$ cat src/rtl/mem_access_unit_pkg.sv
// Shared constants for the load/store unit: pointer register pair, default widths
// and the FSM state encoding.
package mem_access_unit_pkg;

    localparam int ADDR_W_DEF = 12;
    localparam int DATA_W_DEF = 8;
    localparam int REG_AW_DEF = 4;

    // The RAM pointer lives in a fixed register pair: low byte in RM0, high bits in RM0_HI.
    localparam int RM0    = 14;
    localparam int RM0_HI = RM0 + 1;

    typedef enum logic [2:0] {
        ST_IDLE    = 3'd0,
        ST_STORE   = 3'd1,
        ST_LOAD    = 3'd2,
        ST_LOAD_WB = 3'd3,
        ST_INC_LO  = 3'd4,
        ST_INC_HI  = 3'd5
    } state_e;

endpackage

$ cat src/rtl/mem_access_unit.sv
// Load/store engine between the control unit and data RAM; owns the register-file
// write port for load results and pointer post-increment.
module mem_access_unit
    import mem_access_unit_pkg::*;
#(
    parameter int ADDR_W = ADDR_W_DEF,
    parameter int DATA_W = DATA_W_DEF,
    parameter int REG_AW = REG_AW_DEF
) (
    input  logic              clk,
    input  logic              rst,
    input  logic              req_valid,
    output logic              req_ready,
    input  logic              req_store,
    input  logic              req_inc,
    input  logic [REG_AW-1:0] req_reg,
    input  logic [DATA_W-1:0] req_wdata,
    input  logic [ADDR_W-1:0] ram_ptr,
    output logic [ADDR_W-1:0] ram_addr,
    output logic              ram_re,
    output logic              ram_we,
    output logic [DATA_W-1:0] ram_wdata,
    input  logic [DATA_W-1:0] ram_rdata,
    output logic              rf_w_enable,
    output logic [REG_AW-1:0] rf_w_addr,
    output logic [DATA_W-1:0] rf_w_data,
    output logic              busy,
    output logic              done
);

    state_e              state_q;
    logic                inc_q;
    logic [REG_AW-1:0]   reg_q;
    logic [ADDR_W-1:0]   ptr_q;
    logic [ADDR_W-1:0]   ram_addr_q;
    logic [DATA_W-1:0]   ram_wdata_q;
    logic                ram_re_q;
    logic                ram_we_q;
    logic                rf_we_q;
    logic [REG_AW-1:0]   rf_w_addr_q;
    logic [DATA_W-1:0]   rf_w_data_q;
    logic                wb_from_ram_q;
    logic                done_q;
    logic [ADDR_W-1:0]   nptr_d;

    assign nptr_d = ptr_q + ADDR_W'(1);

    // Outputs for the next state are registered alongside the state transition,
    // so every output is a flop except the RAM read data passed through during writeback.
    always_ff @(posedge clk or negedge rst) begin
        if (!rst) begin
            state_q       <= ST_IDLE;
            inc_q         <= 1'b0;
            reg_q         <= '0;
            ptr_q         <= '0;
            ram_addr_q    <= '0;
            ram_wdata_q   <= '0;
            ram_re_q      <= 1'b0;
            ram_we_q      <= 1'b0;
            rf_we_q       <= 1'b0;
            rf_w_addr_q   <= '0;
            rf_w_data_q   <= '0;
            wb_from_ram_q <= 1'b0;
            done_q        <= 1'b0;
        end else begin
            ram_re_q      <= 1'b0;
            ram_we_q      <= 1'b0;
            rf_we_q       <= 1'b0;
            wb_from_ram_q <= 1'b0;
            done_q        <= 1'b0;
            unique case (state_q)
                ST_IDLE: begin
                    if (req_valid) begin
                        inc_q      <= req_inc;
                        reg_q      <= req_reg;
                        ptr_q      <= ram_ptr;
                        ram_addr_q <= ram_ptr;
                        if (req_store) begin
                            state_q     <= ST_STORE;
                            ram_we_q    <= 1'b1;
                            ram_wdata_q <= req_wdata;
                            done_q      <= !req_inc;
                        end else begin
                            state_q  <= ST_LOAD;
                            ram_re_q <= 1'b1;
                        end
                    end
                end
                ST_LOAD: begin
                    state_q       <= ST_LOAD_WB;
                    rf_we_q       <= 1'b1;
                    rf_w_addr_q   <= reg_q;
                    wb_from_ram_q <= 1'b1;
                    done_q        <= !inc_q;
                end
                ST_STORE, ST_LOAD_WB: begin
                    if (inc_q) begin
                        state_q     <= ST_INC_LO;
                        rf_we_q     <= 1'b1;
                        rf_w_addr_q <= REG_AW'(RM0);
                        rf_w_data_q <= DATA_W'(nptr_d[7:0]);
                    end else begin
                        state_q <= ST_IDLE;
                    end
                end
                ST_INC_LO: begin
                    // High half is always written, even when the increment did not carry.
                    state_q     <= ST_INC_HI;
                    rf_we_q     <= 1'b1;
                    rf_w_addr_q <= REG_AW'(RM0_HI);
                    rf_w_data_q <= DATA_W'(nptr_d >> 8);
                    done_q      <= 1'b1;
                end
                ST_INC_HI: begin
                    state_q <= ST_IDLE;
                end
                default: begin
                    state_q <= ST_IDLE;
                end
            endcase
        end
    end

    assign req_ready   = (state_q == ST_IDLE);
    assign busy        = (state_q != ST_IDLE);
    assign ram_addr    = ram_addr_q;
    assign ram_wdata   = ram_wdata_q;
    assign ram_re      = ram_re_q;
    assign ram_we      = ram_we_q;
    assign rf_w_enable = rf_we_q;
    assign rf_w_addr   = rf_w_addr_q;
    assign rf_w_data   = wb_from_ram_q ? ram_rdata : rf_w_data_q;
    assign done        = done_q;

endmodule
$ cat config.mk
export PLATFORM = sky130hd
export DESIGN_NAME = mem_access_unit
export DESIGN_NICKNAME = d
export VERILOG_FILES = /design/src/rtl/mem_access_unit_pkg.sv /design/src/rtl/mem_access_unit.sv
export SDC_FILE = /design/constraint.sdc
export NUM_CORES = 1
export LEC_CHECK = 0
export BUFFER_PORTS_ARGS = -buffer_cell sky130_fd_sc_hd__buf_2
export CAP_MARGIN = 20
export CORE_MARGIN = 2
export CORE_UTILIZATION = 48
export CTS_BUF_LIST = sky130_fd_sc_hd__clkbuf_16
export CTS_CLUSTER_DIAMETER = 200
export CTS_CLUSTER_SIZE = 20
export DETAILED_ROUTE_END_ITERATION = 10
export PLACE_DENSITY = 0.78
export SLEW_MARGIN = 20
export SYNTH_ARGS = -nofsm -noshare
export SYNTH_HDL_FRONTEND = slang
export SYNTH_SLANG_ARGS = --single-unit
$ cat constraint.sdc
create_clock -name clk -period 2 [get_ports clk]
set_input_delay 0 -clock clk [delete_from_list [all_inputs] [get_ports clk]]
set_output_delay 0 -clock clk [all_outputs]
set_load 0.01 [all_outputs]
==> out/metrics.cfg <==
[routing]
vias=1648
route.met3.wl_um=265
drc=0
wl_per_cell_um=14.2
via_per_inst=5.01
top_layer=met4
ant_nets=0
met2_length_um=2380
firstDrtPassIters=4
drt-total-wl_um=4670
initialDrtViolationCount=74
drt-met1-wl_um=1940

[synth]
async_flop_share_pct=100
seq_area_frac_synth_pct=54.2
postSynthAreaPerCell_um2=11.8
synthCells=176
synthTopCellsByCount=45 x dfrtp_1, 31 x mux2_2, 12 x nor2_1
synth_area_leader_cell=dfrtp_1
syn_area_um2=2080
yosysUniqueCellTypes=35
synth-edff-count=0
synthFlopType=dfrtp_1
synth_most_common_cell=dfrtp_1
synth-seq-cells=45
synth.area.top_cells=dfrtp_1 54%, mux2_2 17%, xnor2_1 4.2%
synth_top_area_share_pct=54.2
syn-num-nets=214
ys_warn_count=0

[clock_tree]
numCtsBuffers=5
postCtsResizedCells=0
clock_path_buffers=2
postCtsSetupBuffers=0
cts_root_buf=clkbuf_16
clk_latency_ps=290
cts_num_sinks=45
path_clk_slew_ps=60
cts_tree=built
hold_buffers=26
cts_max_level=2

[global_routing]
track_usage_pct=20.2
grt_antenna_before_repair=0
grt_pass1_vias=1655
grt_pass1_wl_um=7650
overflow=0
grt_start_max_net_pins=33

[status]
status=complete, no violations

[hold_path]
min_path_type=in2reg
min_path_cells=3
hold_end=ram_re
min_from=req_store

[critical_path]
worst_r2r_startpoint=state_q[2]
critical_path_class=reg2reg
reg2reg_slack_ps=380
crit_path_start_kind=flip-flop
cp.arrival_ps=1790
required_ps=2170
rr_worst_depth=3
critPathSlowestCell=dfrtp_1
max_stage_delay_ps=510
crit_fanout=12
cp-end-kind=flip-flop
path_cells=nor4b_4, buf_4, mux2_2
rr_endpoint=ram_addr[8]

[die]
die-area_um2=4870
pin_count=75
chipHeight_um=69.8
coreArea_um2=4090
die_w_um=69.8
start_util_pct=50.8
rows=23

[sta]
relSlewSlack_pct=73.5
fin_crit_sh_pct=81.1
finalHoldViolCount=0
fin_crit_ps=1620
worst_slew_pin_slew_ps=397
rsz0062_at_grt=false
tns_ps=0
drv_slew=0
fmax_mhz=616
fin_skew_ps=4.87
setup_viol=0

[placed_design]
dpl_cell_area_um2=2470
hpwl_um=3200
io_buffers=74
gp_congestion=0.817

[final_layout]
nFillCells=287
fin_util_pct=70.4
antenna_cells=0
drive_gt1_share_pct=43.7
final_area_um2=2880
layout.nets=316
area_delta_synth_final_pct=38.4

[power]
p_leak_uw=0.00138
p_per_area_nw_per_um2=1520
peakVddDrop_uv=789

[job]
maxCapViolCount=0

-- cell type report --
class | count | area (um^2) | share of cell area [%]
Inverter | 10 | 37.5 | 1.31
Clock inverter | 3 | 17.5 | 0.609
Multi-Input combinational cell | 112 | 846 | 29.4
Timing Repair Buffer | 104 | 661 | 23.0
Sequential cell | 45 | 1130 | 39.2
Clock buffer | 5 | 125 | 4.35
Tap cell | 50 | 62.6 | 2.18
-- cell usage in the layout (no fill, tap or decap), types with 2 or more instances in the layout --
master,instances
clkbuf_16,5
a21oi_1,4
mux2i_1,2
o21ai_1,4
buf_4,4
a21oi_2,3
nand2_1,11
xnor2_1,10
nand3_1,4
nor3_1,5
mux2_2,31
inv_1,10
o21ai_0,7
buf_2,74
dlygate4sd3_1,26
nand2b_1,2
dfrtp_1,45
nor2_1,12
-- layer usage --
layer | vias up | global-route usage, %
li1 | 801 | -
met1 | 777 | 24.5
met2 | 61 | 34.6
met3 | 9 | 5.67
met4 | 0 | 6.84
met5 | - | 0
-- how the worst max path moves through the flow --
stage	end	start
2_1_floorplan	ram_addr[11]	state_q[0]
3_5_place_dp	ram_addr[8]	state_q[2]
3_3_place_gp	ram_addr[8]	state_q[2]
6_report	ram_addr[8]	state_q[2]
5_1_grt	rf_w_data_q[3]	state_q[2]
4_1_cts	ram_addr[8]	state_q[2]
-- power breakdown --
group | switching (uW) | internal (uW) | total [uW]
Combinational | 862 | 970 | 1830
Sequential | 410 | 1330 | 1740
Clock | 339 | 458 | 797
Total | 1610 | 2760 | 4370
-- cell families after synthesis --
group | count (synthesis) | synth area share (%)
AO/OA/AOI/OAI | 24 | 7.05
XOR/XNOR | 10 | 4.22
adder cells (fa/ha/maj) | 1 | 0.602
buffers and inverters | 19 | 5.06
flip-flops | 45 | 54.2
multiplexers | 33 | 17.8
AND/OR/NAND/NOR | 44 | 11.1
-- flip-flops by register name (all words and copies together), names as in the netlist, 3 cells and up --
register and flops:
ram_addr 12, ram_wdata 8, rf_w_data_q 8, reg_q 4, rf_w_addr 4, state_q 3
-- critical path: cells and delay by family, from the launching register on --
family,cells,cell delay [ps]
and+or+nand+nor,1,380
buffers and inverters,1,250
DFF,1,510
muxes,1,360
-- metrics by stage --
| stage | std cells | setup WS [ps] | total power (uW) | hold WS [ps] |
|---|---|---|---|---|
| 6_report | 329 | 377 | 4370 | 59.7 |
| 5_1_grt | 329 | 284 | 4680 | 77.3 |
| 2_1_floorplan | 176 | 509 | 2950 | -296 |
| 4_1_cts | 329 | 382 | 4390 | 67.9 |
| 3_3_place_gp | 295 | 443 | 3480 | -96.4 |
| 3_5_place_dp | 295 | 393 | 3550 | -87.2 |
(Power assumes the default switching activity.)
